===== config.mk =====
export PLATFORM = sky130hd
export DESIGN_NAME = vga_frame_fetch
export DESIGN_NICKNAME = d
export VERILOG_FILES = /design/src/rtl/vga_frame_fetch.sv
export SDC_FILE = /design/constraint.sdc
export NUM_CORES = 1
export LEC_CHECK = 0
export ABC_AREA = 0
export BUFFER_PORTS_ARGS = -buffer_cell sky130_fd_sc_hd__buf_4
export CAP_MARGIN = 15
export CORE_ASPECT_RATIO = 1.1
export CORE_MARGIN = 2
export CORE_UTILIZATION = 40
export DETAILED_ROUTE_END_ITERATION = 10
export MAX_ROUTING_LAYER = met4
export PLACE_DENSITY = 0.64
export SLEW_MARGIN = 20
export SYNTH_ARGS = -nofsm -noshare
export SYNTH_HDL_FRONTEND = slang
export SYNTH_SLANG_ARGS = --single-unit

===== constraint.sdc =====
create_clock -name i_clk -period 3 [get_ports i_clk]
set_input_delay 0.6 -clock i_clk [delete_from_list [all_inputs] [get_ports i_clk]]
set_output_delay 0.6 -clock i_clk [all_outputs]
set_load 0.1 [all_outputs]

===== src/rtl/vga_frame_fetch.sv =====
// vga_frame_fetch: 640x480@60 VGA timing generator that streams a W x H grey
// image out of memory into the top-left corner of the visible frame.
// Pipeline: counters -> registered address (+ sideband stage 1) -> MEM_LAT-1
// more sideband stages -> registered RGB/sync outputs.
module vga_frame_fetch #(
    parameter int H_ACTIVE = 640,
    parameter int H_FP     = 16,
    parameter int H_SYNC   = 96,
    parameter int H_BP     = 48,
    parameter int V_ACTIVE = 480,
    parameter int V_FP     = 10,
    parameter int V_SYNC   = 2,
    parameter int V_BP     = 33,
    parameter int MEM_LAT  = 1
) (
    input  logic        i_clk,
    input  logic        i_reset,
    input  logic        i_pix_en,
    input  logic [15:0] i_dimensiones,
    input  logic [7:0]  i_pixel,
    output logic [18:0] o_DataAdr_VGA,
    output logic        o_hsync,
    output logic        o_vsync,
    output logic        o_blank_n,
    output logic [7:0]  o_vga_r,
    output logic [7:0]  o_vga_g,
    output logic [7:0]  o_vga_b,
    output logic        o_frame_start
);
    localparam logic [9:0] H_ACT      = 10'(H_ACTIVE);
    localparam logic [9:0] H_SYNC_ON  = 10'(H_ACTIVE + H_FP);
    localparam logic [9:0] H_SYNC_OFF = 10'(H_ACTIVE + H_FP + H_SYNC);
    localparam logic [9:0] H_LAST     = 10'(H_ACTIVE + H_FP + H_SYNC + H_BP - 1);
    localparam logic [9:0] V_ACT      = 10'(V_ACTIVE);
    localparam logic [9:0] V_SYNC_ON  = 10'(V_ACTIVE + V_FP);
    localparam logic [9:0] V_SYNC_OFF = 10'(V_ACTIVE + V_FP + V_SYNC);
    localparam logic [9:0] V_LAST     = 10'(V_ACTIVE + V_FP + V_SYNC + V_BP - 1);

    // Per-pixel sideband that must travel alongside the memory read.
    typedef struct packed {
        logic hs;
        logic vs;
        logic vis;
        logic img;
    } sb_t;
    localparam sb_t SB_IDLE = '{hs: 1'b1, vs: 1'b1, vis: 1'b0, img: 1'b0};

    logic [9:0]         r_h_cnt, r_v_cnt;
    logic [7:0]         r_w, r_hgt;
    logic [18:0]        r_row_base, r_addr;
    sb_t [MEM_LAT:1]    r_sb_pipe;
    logic               r_hsync, r_vsync, r_blank_n;
    logic [7:0]         r_grey;
    logic               r_frame_start, r_first;

    logic               w_h_last, w_v_last, w_vis, w_img;
    sb_t                w_sb, w_sb_out;

    assign w_h_last = (r_h_cnt == H_LAST);
    assign w_v_last = (r_v_cnt == V_LAST);
    assign w_vis    = (r_h_cnt < H_ACT) && (r_v_cnt < V_ACT);
    assign w_img    = w_vis && (r_h_cnt < {2'b00, r_w}) && (r_v_cnt < {2'b00, r_hgt});
    assign w_sb     = '{hs:  !((r_h_cnt >= H_SYNC_ON) && (r_h_cnt < H_SYNC_OFF)),
                        vs:  !((r_v_cnt >= V_SYNC_ON) && (r_v_cnt < V_SYNC_OFF)),
                        vis: w_vis,
                        img: w_img};
    assign w_sb_out = r_sb_pipe[MEM_LAT];

    // Horizontal/vertical raster counters, advancing one pixel per pix_en.
    always_ff @(posedge i_clk or posedge i_reset) begin
        if (i_reset) begin
            r_h_cnt <= '0;
            r_v_cnt <= '0;
        end else if (i_pix_en) begin
            if (w_h_last) begin
                r_h_cnt <= '0;
                r_v_cnt <= w_v_last ? 10'd0 : r_v_cnt + 10'd1;
            end else begin
                r_h_cnt <= r_h_cnt + 10'd1;
            end
        end
    end

    // Image size is sampled only at the frame wrap so a frame never tears.
    always_ff @(posedge i_clk or posedge i_reset) begin
        if (i_reset) begin
            r_w   <= '0;
            r_hgt <= '0;
        end else if (i_pix_en && w_h_last && w_v_last) begin
            r_w   <= i_dimensiones[15:8];
            r_hgt <= i_dimensiones[7:0];
        end
    end

    // Row base accumulates W per image line so no multiplier is needed.
    always_ff @(posedge i_clk or posedge i_reset) begin
        if (i_reset) begin
            r_row_base <= '0;
        end else if (i_pix_en && w_h_last) begin
            if (w_v_last)
                r_row_base <= '0;
            else if (r_v_cnt < {2'b00, r_hgt})
                r_row_base <= r_row_base + {11'd0, r_w};
        end
    end

    // Read address; holds its last value outside the image.
    always_ff @(posedge i_clk or posedge i_reset) begin
        if (i_reset)
            r_addr <= '0;
        else if (i_pix_en && w_img)
            r_addr <= r_row_base + {9'd0, r_h_cnt};
    end

    // Delay sync/visibility by the memory latency so they meet their pixel.
    always_ff @(posedge i_clk or posedge i_reset) begin
        if (i_reset) begin
            for (int i = 1; i <= MEM_LAT; i++)
                r_sb_pipe[i] <= SB_IDLE;
        end else if (i_pix_en) begin
            r_sb_pipe[1] <= w_sb;
            for (int i = 2; i <= MEM_LAT; i++)
                r_sb_pipe[i] <= r_sb_pipe[i-1];
        end
    end

    // Output register: grey pixel inside the image, black everywhere else.
    always_ff @(posedge i_clk or posedge i_reset) begin
        if (i_reset) begin
            r_hsync   <= 1'b1;
            r_vsync   <= 1'b1;
            r_blank_n <= 1'b0;
            r_grey    <= '0;
        end else if (i_pix_en) begin
            r_hsync   <= w_sb_out.hs;
            r_vsync   <= w_sb_out.vs;
            r_blank_n <= w_sb_out.vis;
            r_grey    <= (w_sb_out.img && w_sb_out.vis) ? i_pixel : 8'd0;
        end
    end

    // Single-clk frame marker at raster wrap, or on the first tick after reset.
    always_ff @(posedge i_clk or posedge i_reset) begin
        if (i_reset) begin
            r_frame_start <= 1'b0;
            r_first       <= 1'b1;
        end else begin
            r_frame_start <= i_pix_en && (r_first || (w_h_last && w_v_last));
            if (i_pix_en)
                r_first <= 1'b0;
        end
    end

    assign o_DataAdr_VGA = r_addr;
    assign o_hsync       = r_hsync;
    assign o_vsync       = r_vsync;
    assign o_blank_n     = r_blank_n;
    assign o_vga_r       = r_grey;
    assign o_vga_g       = r_grey;
    assign o_vga_b       = r_grey;
    assign o_frame_start = r_frame_start;

endmodule


**After elaboration in Yosys (flattened, before gate mapping)**

Cells that the tools add are included.

- Equal/unequal tests: 2
- Magnitude comparators: 8
- Muxes and demuxes: 5
- Reductions and logical operators: 17
- Add/sub/neg operators: 4

Operator list:

| cell | count |
|---|---|
| 2-to-1 mux 19 bit | 2 |
| adder 10 x 1 -> 10 bit, second input constant | 2 |
| equality test 10 bit, second input constant | 2 |
| < comparator 10 bit, second input constant | 2 |
| < comparator 10 x 8 -> 1 bit | 2 |
| < comparator 10 x 9 -> 1 bit, second input constant | 2 |
| 2-to-1 mux 10 bit | 2 |
| adder 19 x 10 -> 19 bit | 1 |
| adder 19 x 8 -> 19 bit | 1 |
| logical AND 1 bit | 11 |
| >= comparator 10 bit, second input constant | 1 |
| >= comparator 10 x 9 -> 1 bit, second input constant | 1 |
| 2-to-1 mux 8 bit | 1 |
| AND reduction 2 bit | 2 |
| zero test 1 bit | 2 |
| nonzero test 2 bit | 1 |
| logical OR 1 bit | 1 |

- Register bits after elaboration: 91
- Logic and storage cells: 52
- Output and inout bits: 47
- Input port bits: 27

**Longest topological paths before layout**

Gate-level depths: netlist (run 1).

- Word-level depth: 5
- Depth in mapped cells: 9
- Mapped depth without buffers: 8

**Worst setup path after synthesis (run 1)**

OpenSTA, ideal clock, no wires.

- Path kind: input to register
- From: in i_pix_en
- To: reg r_row_base[15]
- Path slack: 666 ps
- Data required time: 2873 ps
- Stages on the path: 8
- Path buffers: 2
- Library setup time: 127 ps
- Arrival: 2207 ps
- Cells stage by stage: buf_4 nand4_4 or4_4 a211o_1 buf_6 a211oi_2 nand2_1 mux2i_1

- Cells in the longest elaborated chain, start to end: 2

Ends and longest elaborated chain:

| element | line | text |
|---|---|---|
| start, declared | 18 | `input logic i_pix_en,` |
| logical AND 1 bit | 99 | `end else if (i_pix_en && w_h_last) begin` |
| AND reduction 2 bit (no source line) | -- |  |
| end signal, assigned | 103 | `r_row_base <= r_row_base + {11'd0, r_w};` |
| end, declared | 50 | `logic [18:0] r_row_base, r_addr;` |

Every way passes these cells.
A chain may end at the register's enable or synchronous reset.

**Worst setup path in the final report (run 1)**

- From: reg r_v_cnt[5]
- To: reg r_row_base[13]

- Cells in the longest elaborated chain, start to end: 3
- Elaborated cells between the ends (all ways): 5
- Those cells by class: order compare (1); eq/ne (1); mux (1); reduce/logical (2)

Ends and longest elaborated chain:

| element | line | text |
|---|---|---|
| start, declared | 48 | `logic [9:0] r_h_cnt, r_v_cnt;` |
| start signal, assigned | 77 | `r_v_cnt <= w_v_last ? 10'd0 : r_v_cnt + 10'd1;` |
| < comparator 10 x 8 -> 1 bit or equality test 10 bit (tied branches) | 102, 60 |  |
| nonzero test 2 bit (no source line) | -- |  |
| AND reduction 2 bit (no source line) | -- |  |

Several ways; a longest one is shown, not always the timed one.

==> impl_table.tex, run 1 <==
\begin{tabular}{lr}
\hline
Metric & Value \\
\hline
\multicolumn{2}{l}{\textbf{Drt}} \\
\quad Mean number of vias per cell & 5.24 \\
\quad Number of nets with antenna violations after detailed routing & 0 \\
\quad Wire length after detailed routing & $\sim$11 mm \\
\quad First DRT Iteration DRCs & 154 \\
\quad First-pass iteration count of the detailed router & 4 \\
\quad Number of remaining DRC errors & 0 \\
\quad Routed wire per std cell & about 15 um \\
\quad Routed vias & 3,922 \\
\multicolumn{2}{l}{\textbf{Timing}} \\
\quad Worst-margin pin slew & between 0.5 and 0.6 ns \\
\quad F\_max & about 370 MHz \\
\quad Hold Worst Slack & 0.260 ns \\
\quad Setup repair after global routing missed its margin & no \\
\quad Relative slew slack & between 60 and 70\% \\
\quad Setup violation total in the final timing report & 0 \\
\quad Share of the clock period used by the worst path & 90.2\% \\
\quad Setup TNS & 0 ns \\
\quad Count of final hold-check violations & 0 \\
\quad Clock Skew & slightly above 0.01 ns \\
\quad Post-layout minimum cycle time & roughly 2.7 ns \\
\quad Final-report max-slew violation count & 0 \\
\multicolumn{2}{l}{\textbf{Clock network}} \\
\quad Worst-skew pair later-pin latency & 0.35 ns \\
\quad Number of buffers inserted during clock tree synthesis & 9 \\
\quad CTS tree & built \\
\quad Post-cts repair resize count & 0 \\
\quad Total clock sinks & 91 \\
\quad Root Driver & sky130\_fd\_sc\_hd\_\_clkbuf\_16 \\
\quad Register clock-pin slew on the reported worst setup and hold paths & $\sim$0.07 ns \\
\quad Post-cts hold buffer count & 0 \\
\quad Worst-case clock buffer depth & 2 \\
\quad H-tree lvl count & 3 \\
\quad \# Post-CTS Setup Buffers & 0 \\
\multicolumn{2}{l}{\textbf{Yosys}} \\
\quad Post-synth top flop & sky130\_fd\_sc\_hd\_\_dfrtp\_1 \\
\quad EDFF count, synth & 0 \\
\quad Synth top area cells & sky130\_fd\_sc\_hd\_\_dfrtp\_1, sky130\_fd\_sc\_hd\_\_ha\_1, sky130\_fd\_sc\_hd\_\_nand2\_1 \\
\quad Warning count from the yosys run & 0 \\
\quad Distinct cells, synth & 58 \\
\quad Syn nets & 591 \\
\quad Biggest area consumer among synthesized cells & sky130\_fd\_sc\_hd\_\_dfrtp\_1 \\
\quad Area share of the leading cell type in the synthesized netlist & 42.2\% \\
\quad Post-synthesis sequential area ratio & 44.7\% \\
\quad Average instance area after synthesis & 9.71 um\^{}2 \\
\quad Post-synthesis instance total & 526 \\
\quad Top cells by count, synth & sky130\_fd\_sc\_hd\_\_dfrtp\_1, sky130\_fd\_sc\_hd\_\_nand2\_1, sky130\_fd\_sc\_hd\_\_o21ai\_0 \\
\quad Mapped cell area & a little over 5000 um\^{}2 \\
\quad Post-synthesis register bit count & 91 \\
\quad Cell with the most instances after synthesis & sky130\_fd\_sc\_hd\_\_dfrtp\_1 \\
\quad Ys async rst share & 100\% \\
\multicolumn{2}{l}{\textbf{Setup path}} \\
\quad Chain of cells forming the critical path & ha\_1, a2111oi\_0, nor3\_1, a211o\_1, a2111oi\_1, xnor2\_1, nor2\_2 \\
\quad CP peak stage delay & about 0.52 ns \\
\quad Required time at the worst-slack endpoint & 3.24 ns \\
\quad Critical path endpoint category & register \\
\quad Number of buffers and inverters on the critical path & 0 \\
\quad Maximum fanout encountered on the critical timing path & 12 \\
\quad Category of cells accounting for the largest share of critical-path delay & compound AO/OA/AOI/OAI gates \\
\quad Category of the critical setup timing path & reg2reg \\
\quad Data arrival time at the worst-slack endpoint & 2.94 ns \\
\quad Worst reg-to-reg path cell count & 7 \\
\quad CP max stage cell & sky130\_fd\_sc\_hd\_\_a2111oi\_0 \\
\quad Launching element type of the critical path & register \\
\quad Path length in cells of the critical path & 7 \\
\multicolumn{2}{l}{\textbf{Cells and area}} \\
\quad Antenna diode count & 0 \\
\quad Area taken by multi-input logic gates & 2520 um\^{}2 \\
\quad Final-stage net count & 652 \\
\quad Sequential cell area in the final layout & 2280 um\^{}2 \\
\quad Fraction of layout cells with a size suffix above 1 & roughly a fifth \\
\quad Fill cell total of the finished layout & 1,191 \\
\quad Area delta synth->final & 18.3\% \\
\multicolumn{2}{l}{\textbf{Pwr}} \\
\quad Power per unit of standard cell area & 595 nW/um\^{}2 \\
\quad Overall power & 3.59 mW \\
\quad Leak Pwr & 2.93 nW \\
\quad VDD IR max & roughly 0.40 mV \\
\multicolumn{2}{l}{\textbf{Die}} \\
\quad Height of the chip & roughly 120 um \\
\quad Starting utilization of the core area & 40.7\% \\
\quad Floorplan Core Area & between 10,000 and 15,000 um\^{}2 \\
\quad Area of the die & between 10,000 and 15,000 um\^{}2 \\
\quad Die width & about 110 um \\
\quad Site Rows & 43 \\
\quad Number of primary I/O pins & 74 \\
\multicolumn{2}{l}{\textbf{Hold path}} \\
\quad Kind of path behind the tightest hold check & in2async \\
\multicolumn{2}{l}{\textbf{Global route}} \\
\quad Global-route wire length before repair & 19.4 mm \\
\quad Total global-route track usage & 18.3\% \\
\quad Pin count of the biggest net entering global routing & 66 \\
\quad Overflow after GRT & 0 \\
\quad Initial antenna violation count & 0 \\
\quad Number of global-route vias before repair & 3,979 \\
\multicolumn{2}{l}{\textbf{Placed design}} \\
\quad Port buffer count & 73 \\
\quad Detailed-placement wirelength estimate & 8.51 mm \\
\quad Routability cong. & 0.929 \\
\multicolumn{2}{l}{\textbf{Outcome}} \\
\quad Result of the run & finished, final reports clean \\
\multicolumn{2}{l}{\textbf{Run}} \\
\quad Max capacitance violation total & 0 \\
\hline
\end{tabular}
==> metal layers <==
metal	track usage, %	wire length [um]	up-vias
met5	-	0	-
met4	8.56	295	0
met3	2.77	391	21
met2	29.8	5590	72
met1	22.6	5200	1884
li1	-	-	1945
==> metrics by stage <==
step                      area (um^2)  std cells  worst slack (ns)  utilization (%)
after detailed placement         5740        733             0.372             45.8
final                            6040        749             0.293             48.2
after global placement           5740        733             0.435             45.8
after global routing             6040        749            0.0806             48.2
after floorplan                  5100        526            0.0447                -
after CTS                        6030        749             0.317             48.1
==> worst paths after layout <==
| kind | start | end | slack [ns] |
|---|---|---|---|
| setup / recovery | r_v_cnt[5]$_DFFE_PP0P_ | r_row_base[13]$_DFFE_PP0P_ | 0.29 |
| hold / removal | i_reset | o_frame_start$_DFF_PP0_ | 0.26 |
| setup reg to reg | r_v_cnt[5]$_DFFE_PP0P_ | r_row_base[13]$_DFFE_PP0P_ | 0.29 |
| hold reg to reg | r_hgt[0]$_DFFE_PP0P_ | r_hgt[0]$_DFFE_PP0P_ | 0.47 |
| max in group asynchronous | i_reset | r_sb_pipe[3]$_DFFE_PP1P_ | 1.98 |
| min in group i_clk | i_dimensiones[8] | r_w[0]$_DFFE_PP0P_ | 0.44 |
==> worst reg2reg max path, cell delays in order (launching register included) <==
cell and delay (ns):
sky130_fd_sc_hd__dfrtp_1 0.44, sky130_fd_sc_hd__ha_1 0.35, sky130_fd_sc_hd__a2111oi_0 0.52, sky130_fd_sc_hd__nor3_1 0.14, sky130_fd_sc_hd__a211o_1 0.50, sky130_fd_sc_hd__a2111oi_1 0.40
sky130_fd_sc_hd__xnor2_1 0.20, sky130_fd_sc_hd__nor2_2 0.05
==> state kept, by name, summed over array words and instances (netlist names) <==
register       count
r_row_base        19
o_DataAdr_VGA     19
r_v_cnt           10
o_hsync            1
r_first            1
o_vsync            1
r_hgt              8
o_vga_b            8
r_h_cnt           10
r_w                8
o_frame_start      1
r_sb_pipe          4
o_blank_n          1
==> where the power goes <==
group	leakage [nW]	switching, mW	internal [mW]	total [mW]
sequential	1.13	0.142	1.32	1.47
clock	0.144	0.453	0.666	1.12
combinational	1.65	0.750	0.259	1.01
==> kinds of logic (layout without fill, tap and decap cells) <==
family                   Yosys count  after routing  share of synthesized area [%]
AO/OA/AOI/OAI                    121            121                           15.3
XOR/XNOR                          47             47                           8.06
multiplexers                       8              8                           1.74
buffers and inverters             64            130                           6.15
AND/OR/NAND/NOR                  157            157                           14.4
adder cells (fa/ha/maj)           38             38                           9.61
flip-flops                        91             91                           44.7
==> layout by cell type, fill, tap and decap left out, types with 4 or more instances in the layout <==
cell type / n
sky130_fd_sc_hd__nor3_1: 6
sky130_fd_sc_hd__nand3_1: 8
sky130_fd_sc_hd__o22ai_1: 9
sky130_fd_sc_hd__and3_1: 4
sky130_fd_sc_hd__a21oi_1: 13
sky130_fd_sc_hd__dfstp_2: 5
sky130_fd_sc_hd__nor2_1: 32
sky130_fd_sc_hd__o211ai_1: 5
sky130_fd_sc_hd__nand4_1: 9
sky130_fd_sc_hd__ha_1: 36
sky130_fd_sc_hd__nand2b_1: 4
sky130_fd_sc_hd__o21ai_0: 42
sky130_fd_sc_hd__o21a_1: 4
sky130_fd_sc_hd__xnor2_1: 21
sky130_fd_sc_hd__dfrtp_1: 86
sky130_fd_sc_hd__buf_4: 81
sky130_fd_sc_hd__nand2_1: 74
sky130_fd_sc_hd__a211oi_1: 6
sky130_fd_sc_hd__clkbuf_16: 9
sky130_fd_sc_hd__a21o_1: 7
sky130_fd_sc_hd__o21ai_1: 7
sky130_fd_sc_hd__xor2_1: 26
sky130_fd_sc_hd__mux2_2: 7
sky130_fd_sc_hd__inv_1: 31
sky130_fd_sc_hd__nor4_1: 4
sky130_fd_sc_hd__o31ai_1: 4
==> area by class of cell <==
cell class	instances	area share (%)
Clock buffer	13	4.14
Clock inverter	3	0.663
Inverter	32	2.01
Multi-Input combinational cell	371	41.7
Sequential cell	91	37.8
Tap cell	157	3.25
Timing Repair Buffer	82	10.4
(Power assumes the default switching activity.)
==> run 2, diff against run 1 <==
--- a/config.mk
+++ b/config.mk
@@ -12,6 +12,7 @@
 export CORE_MARGIN = 2
 export CORE_UTILIZATION = 40
 export DETAILED_ROUTE_END_ITERATION = 10
+export GPL_TIMING_DRIVEN = 0
 export MAX_ROUTING_LAYER = met4
 export PLACE_DENSITY = 0.64
 export SLEW_MARGIN = 20
==> impl_table.tex, run 2 (synthesized netlist as in run 1, its figures left out) <==
\begin{tabular}{lr}
\hline
Metric & Value \\
\hline
\multicolumn{2}{l}{\textbf{Die}} \\
\quad Height of the chip & 122 um \\
\quad Site Rows & 43 \\
\quad Floorplan Core Area & approximately 13,000 um\^{}2 \\
\quad Number of primary I/O pins & 74 \\
\quad Starting utilization of the core area & 40.7\% \\
\quad Die width & 112 um \\
\quad Area of the die & 13,700 um\^{}2 \\
\multicolumn{2}{l}{\textbf{Drt}} \\
\quad Number of remaining DRC errors & 0 \\
\quad Mean number of vias per cell & 5.19 \\
\quad Routed vias & 4,010 \\
\quad Number of nets with antenna violations after detailed routing & 0 \\
\quad First-pass iteration count of the detailed router & 4 \\
\quad First DRT Iteration DRCs & 154 \\
\quad Routed wire per std cell & 15.7 um \\
\quad Wire length after detailed routing & 12.1 mm \\
\multicolumn{2}{l}{\textbf{Run}} \\
\quad Max capacitance violation total & 0 \\
\multicolumn{2}{l}{\textbf{Setup path}} \\
\quad Maximum fanout encountered on the critical timing path & 10 \\
\quad Critical path endpoint category & register \\
\quad Chain of cells forming the critical path & ha\_1, a2111oi\_0, o21ai\_1, a21oi\_2, o2111ai\_4, clkbuf\_1, nand2\_1, o21ai\_0 \\
\quad Launching element type of the critical path & register \\
\quad Number of buffers and inverters on the critical path & 1 \\
\quad CP peak stage delay & 0.46 ns \\
\quad Category of the critical setup timing path & reg2reg \\
\quad Category of cells accounting for the largest share of critical-path delay & compound AO/OA/AOI/OAI gates \\
\quad Required time at the worst-slack endpoint & 3.19 ns \\
\quad CP max stage cell & sky130\_fd\_sc\_hd\_\_a2111oi\_0 \\
\quad Worst setup path startpoint & r\_v\_cnt[5]\$\_DFFE\_PP0P\_ \\
\quad Data arrival time at the worst-slack endpoint & 2.97 ns \\
\quad Reg2reg start & r\_v\_cnt[5]\$\_DFFE\_PP0P\_ \\
\multicolumn{2}{l}{\textbf{Placed design}} \\
\quad Port buffer count & between 70 and 80 \\
\quad Detailed-placement wirelength estimate & 9.15 mm \\
\quad Routability cong. & 0.931 \\
\quad Post-Place Cells & 756 \\
\quad Cell Area, Placed & between 5000 and 6000 um\^{}2 \\
\multicolumn{2}{l}{\textbf{Timing}} \\
\quad Setup repair after global routing missed its margin & no \\
\quad Relative slew slack & 59.0\% \\
\quad Setup violation total in the final timing report & 0 \\
\quad Hold Worst Slack & approximately 0.33 ns \\
\quad Post-layout minimum cycle time & $\sim$2.8 ns \\
\quad Final-report max-slew violation count & 0 \\
\quad F\_max & 360 MHz \\
\quad Worst-margin pin slew & 0.615 ns \\
\quad Share of the clock period used by the worst path & 92.5\% \\
\quad Count of final hold-check violations & 0 \\
\quad Clock Skew & 0.00640 ns \\
\multicolumn{2}{l}{\textbf{Clock network}} \\
\quad Number of buffers inserted during clock tree synthesis & 9 \\
\quad Post-cts hold buffer count & 0 \\
\quad Worst-case clock buffer depth & 2 \\
\quad Total clock sinks & 91 \\
\quad H-tree lvl count & 3 \\
\quad Register clock-pin slew on the reported worst setup and hold paths & around 0.060 ns \\
\quad Root Driver & sky130\_fd\_sc\_hd\_\_clkbuf\_16 \\
\quad CTS tree & built \\
\quad Worst-skew pair later-pin latency & 0.33 ns \\
\multicolumn{2}{l}{\textbf{Cells and area}} \\
\quad Most common cell after layout, fill and taps aside & sky130\_fd\_sc\_hd\_\_buf\_4 \\
\quad Fraction of layout cells with a size suffix above 1 & between 20 and 25\% \\
\quad Fill cell total of the finished layout & 1,224 \\
\quad Final non-filler cell area & 6220 um\^{}2 \\
\quad Area delta synth->final & 21.9\% \\
\quad Final instance count without filler cells & between 700 and 800 \\
\quad Antenna diode count & 0 \\
\quad Final-stage net count & slightly below 700 \\
\quad Top library cells by usage in the layout, fill and taps aside & sky130\_fd\_sc\_hd\_\_buf\_4, sky130\_fd\_sc\_hd\_\_dfrtp\_1, sky130\_fd\_sc\_hd\_\_nand2\_1, sky130\_fd\_sc\_hd\_\_o21ai\_0, sky130\_fd\_sc\_hd\_\_ha\_1 \\
\multicolumn{2}{l}{\textbf{Global route}} \\
\quad Global-route wire length before repair & $\sim$20 mm \\
\quad Overflow after GRT & 0 \\
\quad Initial antenna violation count & 0 \\
\quad Number of global-route vias before repair & approximately 4,100 \\
\quad Pin count of the biggest net entering global routing & 50 \\
\quad Total global-route track usage & 18.6\% \\
\multicolumn{2}{l}{\textbf{Pwr}} \\
\quad Leak Pwr & around 3.0 nW \\
\quad Power per unit of standard cell area & 588 nW/um\^{}2 \\
\quad VDD IR max & between 0.3 and 0.4 mV \\
\multicolumn{2}{l}{\textbf{Outcome}} \\
\quad Result of the run & finished, final reports clean \\
\multicolumn{2}{l}{\textbf{Hold path}} \\
\quad Kind of path behind the tightest hold check & in2async \\
\hline
\end{tabular}
-- run 2: changes by cell type in the layout (fill, tap and decap cells not counted), moves of 2 or more --
cell                       delta
sky130_fd_sc_hd__buf_1        +3
sky130_fd_sc_hd__buf_2        +2
sky130_fd_sc_hd__buf_4        +8
sky130_fd_sc_hd__clkbuf_1     +7
-- run 2: cell type report --
class | instances | area [um^2] | share of cell area [%]
plain buffers | 32 | 194 | 3.12
clock buffers | 12 | 256 | 4.12
clock inverters | 4 | 48.8 | 0.784
inverters | 32 | 123 | 1.97
multi-input cells | 371 | 2550 | 41.0
flip-flops and latches | 91 | 2280 | 36.7
well taps | 157 | 196 | 3.16
repair buffers | 73 | 568 | 9.13
-- run 2: power breakdown --
part | internal [mW] | switching (mW)
clock | 0.690 | 0.459
sequential | 1.32 | 0.148
combinational | 0.281 | 0.755
total | 2.29 | 1.36
-- run 2: through the flow --
step / worst slack [ns] / util (%) / power (mW) / setup TNS, ns
2_1_floorplan: 0.0447 / - / 2.27 / 0
3_5_place_dp: -0.0573 / 46.8 / 2.53 / -0.463
6_report: 0.225 / 49.6 / 3.66 / 0
5_1_grt: 0.0365 / 49.6 / 3.82 / 0
4_1_cts: 0.105 / 49.3 / 3.69 / 0
3_3_place_gp: -1.04 / 46.6 / 2.50 / -89.48
-- run 2: worst paths after layout --
kind,endpoint,slack [ns],depth (start not counted)
worst max register to register,o_DataAdr_VGA[9]$_DFFE_PP0P_,0.22,8
worst min register to register,o_DataAdr_VGA[7]$_DFFE_PP0P_,0.48,2
max in group asynchronous,r_sb_pipe[3]$_DFFE_PP1P_,1.99,3
worst min-delay path,o_vga_b[0]$_DFFE_PP0P_,0.33,2
min in group i_clk,r_hgt[0]$_DFFE_PP0P_,0.46,3
worst max-delay path,o_DataAdr_VGA[9]$_DFFE_PP0P_,0.22,8
-- run 2: timing repair --
action                     4_1_cts  5_1_grt
pin swaps                        0        0
buffers inserted                 0        0
setup endpoints to repair       13       22
gates resized for setup          1        6
cloned                           0        0
-- run 2: worst reg2reg max path, delay by kind of cell (launching register included) --
family / cells / cell delay, ns
AO/OA/AOI/OAI: 5 / 1.38
buffers and inverters: 1 / 0.35
adder cells (fa/ha/maj): 1 / 0.35
flip-flops: 1 / 0.45
AND/OR/NAND/NOR: 1 / 0.13
-- run 2: metal layers --
layer	global-route usage (%)	share of wire, %	wire length [um]
met5	-	0	0
met3	2.42	2.6	319
met1	24.3	47	5710
met2	31.0	50	6010
met4	4.71	0.74	90
==> run 3, diff against run 2 <==
--- a/config.mk
+++ b/config.mk
@@ -10,11 +10,11 @@
 export CAP_MARGIN = 15
 export CORE_ASPECT_RATIO = 1.1
 export CORE_MARGIN = 2
-export CORE_UTILIZATION = 40
+export CORE_UTILIZATION = 52
 export DETAILED_ROUTE_END_ITERATION = 10
 export GPL_TIMING_DRIVEN = 0
 export MAX_ROUTING_LAYER = met4
-export PLACE_DENSITY = 0.64
+export PLACE_DENSITY = 0.79
 export SLEW_MARGIN = 20
 export SYNTH_ARGS = -nofsm -noshare
 export SYNTH_HDL_FRONTEND = slang
==> impl_table.tex, run 3 (synthesized netlist as in run 1, its figures left out) <==
\begin{tabular}{lr}
\hline
Metric & Value \\
\hline
\multicolumn{2}{l}{\textbf{Outcome}} \\
\quad Result of the run & finished, final reports clean \\
\multicolumn{2}{l}{\textbf{Global route}} \\
\quad Number of global-route vias before repair & $\sim$4,300 \\
\quad Pin count of the biggest net entering global routing & 51 \\
\quad Overflow after GRT & 0 \\
\quad Total global-route track usage & 23.7\% \\
\quad Global-route wire length before repair & 19.7 mm \\
\quad Initial antenna violation count & 0 \\
\multicolumn{2}{l}{\textbf{Setup path}} \\
\quad Category of cells accounting for the largest share of critical-path delay & simple AND/OR/NAND/NOR gates \\
\quad CP peak stage delay & 0.51 ns \\
\quad Category of the critical setup timing path & reg2reg \\
\quad CP max stage cell & sky130\_fd\_sc\_hd\_\_dfrtp\_1 \\
\quad Data arrival time at the worst-slack endpoint & 3.01 ns \\
\quad Maximum fanout encountered on the critical timing path & 10 \\
\quad Number of buffers and inverters on the critical path & 2 \\
\quad Launching element type of the critical path & register \\
\quad Critical path endpoint category & register \\
\quad Chain of cells forming the critical path & ha\_1, nand4\_4, nor4\_1, and2\_1, buf\_2, buf\_1, nand2\_1, o21ai\_0 \\
\quad Required time at the worst-slack endpoint & 3.29 ns \\
\multicolumn{2}{l}{\textbf{Clock network}} \\
\quad CTS tree & built \\
\quad Register clock-pin slew on the reported worst setup and hold paths & $\sim$0.10 ns \\
\quad Total clock sinks & between 90 and 100 \\
\quad Number of buffers inserted during clock tree synthesis & 9 \\
\quad Worst-case clock buffer depth & 2 \\
\quad Post-cts hold buffer count & 0 \\
\quad Root Driver & sky130\_fd\_sc\_hd\_\_clkbuf\_8 \\
\quad H-tree lvl count & 3 \\
\quad Worst-skew pair later-pin latency & 0.37 ns \\
\quad \# Post-CTS Setup Buffers & 0 \\
\multicolumn{2}{l}{\textbf{Timing}} \\
\quad Clock Skew & 0.0152 ns \\
\quad Post-layout minimum cycle time & approximately 2.7 ns \\
\quad Final-report max-slew violation count & 0 \\
\quad F\_max & 368 MHz \\
\quad Relative slew slack & a little under three fifths \\
\quad Count of final hold-check violations & 0 \\
\quad Share of the clock period used by the worst path & roughly 91\% \\
\quad Worst-margin pin slew & around 0.65 ns \\
\quad Setup TNS & 0 ns \\
\quad Setup violation total in the final timing report & 0 \\
\quad Worst setup margin & 0.283 ns \\
\multicolumn{2}{l}{\textbf{Cells and area}} \\
\quad Most common cell after layout, fill and taps aside & sky130\_fd\_sc\_hd\_\_buf\_4 \\
\quad Final-stage net count & between 600 and 700 \\
\quad Top library cells by usage in the layout, fill and taps aside & sky130\_fd\_sc\_hd\_\_buf\_4, sky130\_fd\_sc\_hd\_\_dfrtp\_1, sky130\_fd\_sc\_hd\_\_nand2\_1, sky130\_fd\_sc\_hd\_\_o21ai\_0, sky130\_fd\_sc\_hd\_\_ha\_1 \\
\quad Fill cell total of the finished layout & 777 \\
\quad Fraction of layout cells with a size suffix above 1 & 21.1\% \\
\quad Antenna diode count & 0 \\
\quad Area delta synth->final & 18.9\% \\
\multicolumn{2}{l}{\textbf{Pwr}} \\
\quad Power per unit of standard cell area & $\sim$560 nW/um\^{}2 \\
\quad VDD IR max & 0.305 mV \\
\quad Leak Pwr & 2.96 nW \\
\multicolumn{2}{l}{\textbf{Placed design}} \\
\quad Setup Slack @ Placement & -0.0121 ns \\
\quad Detailed-placement wirelength estimate & 8.65 mm \\
\quad Routability cong. & 0.880 \\
\quad Port buffer count & between 70 and 80 \\
\multicolumn{2}{l}{\textbf{Die}} \\
\quad Site Rows & 37 \\
\quad Area of the die & 10,600 um\^{}2 \\
\quad Height of the chip & 108 um \\
\quad Floorplan Core Area & 9440 um\^{}2 \\
\quad Number of primary I/O pins & 74 \\
\quad Die width & 98.5 um \\
\quad Starting utilization of the core area & 54.1\% \\
\multicolumn{2}{l}{\textbf{Drt}} \\
\quad First-pass iteration count of the detailed router & 5 \\
\quad Routed wire per std cell & 15.9 um \\
\quad First DRT Iteration DRCs & 251 \\
\quad Wire length after detailed routing & 11.6 mm \\
\quad Routed vias & 4,148 \\
\quad Number of nets with antenna violations after detailed routing & 0 \\
\quad Number of remaining DRC errors & 0 \\
\quad Mean number of vias per cell & between 5 and 6 \\
\multicolumn{2}{l}{\textbf{Hold path}} \\
\quad Kind of path behind the tightest hold check & in2async \\
\multicolumn{2}{l}{\textbf{Run}} \\
\quad Max capacitance violation total & 0 \\
\hline
\end{tabular}
-- run 3: through the flow --
stage | hold slack, ns | util (%) | power (mW) | area, um^2 | cells
6_report | 0.284 | 64.3 | 3.43 | 6070 | 732
5_1_grt | 0.326 | 64.3 | 3.58 | 6070 | 732
4_1_cts | 0.304 | 64.0 | 3.44 | 6040 | 732
3_5_place_dp | 0.468 | 61.6 | 2.53 | 5820 | 716
3_3_place_gp | 0.460 | 61.3 | 2.49 | 5790 | 715
2_1_floorplan | 0.438 | - | 2.27 | 5100 | 526
-- run 3: worst register-to-register path, stage by stage (launching register included) --
cell and delay [ns]:
sky130_fd_sc_hd__dfrtp_1 0.51, sky130_fd_sc_hd__ha_1 0.29, sky130_fd_sc_hd__nand4_4 0.16, sky130_fd_sc_hd__nor4_1 0.50, sky130_fd_sc_hd__and2_1 0.28, sky130_fd_sc_hd__buf_2 0.21
sky130_fd_sc_hd__buf_1 0.44, sky130_fd_sc_hd__nand2_1 0.16, sky130_fd_sc_hd__o21ai_0 0.10
-- run 3: final timing paths --
check / from / endpoint / slack [ns] / cells past startpoint
min: i_reset / o_vga_b[0]$_DFFE_PP0P_ / 0.28 / 2
max reg2reg: r_h_cnt[1]$_DFFE_PP0P_ / r_w[4]$_DFFE_PP0P_ / 0.28 / 8
min reg2reg: r_hgt[0]$_DFFE_PP0P_ / r_hgt[0]$_DFFE_PP0P_ / 0.48 / 2
min in group i_clk: i_dimensiones[8] / r_w[0]$_DFFE_PP0P_ / 0.43 / 3
max: r_h_cnt[1]$_DFFE_PP0P_ / r_w[4]$_DFFE_PP0P_ / 0.28 / 8
max in group asynchronous: i_reset / r_hgt[6]$_DFFE_PP0P_ / 2.08 / 3
-- run 3: report_power, final --
part	switching (mW)	internal (mW)	leakage (nW)	total, mW
Sequential	0.144	1.32	1.13	1.47
Combinational	0.759	0.281	1.73	1.04
Clock	0.448	0.475	0.104	0.923
Total	1.35	2.08	2.96	3.43
-- run 3: timing repair --
| action | CTS | global route |
|---|---|---|
| endpoints found under the setup margin | 16 | 19 |
| resized for setup | 1 | 5 |
| gates cloned | 0 | 0 |
-- run 3: final cells by class --
class                           instances  area [um^2]  area share (%)
Inverter                               32          123            2.02
Clock buffer                           11          131            2.16
Multi-Input combinational cell        371         2540            41.8
Tap cell                              117          146            2.41
Sequential cell                        91         2280            37.6
Clock inverter                          5         85.1            1.40
Buffer                                 32          194            3.20
Timing Repair Buffer                   73          568            9.36
-- run 3: metal layers --
metal	vias to the layer above	share of wire, %	GRT usage, %
li1	1991	-	-
met1	2046	44	30.0
met2	92	50	38.7
met3	19	4.4	3.83
met4	0	1.8	8.71
met5	-	0	-
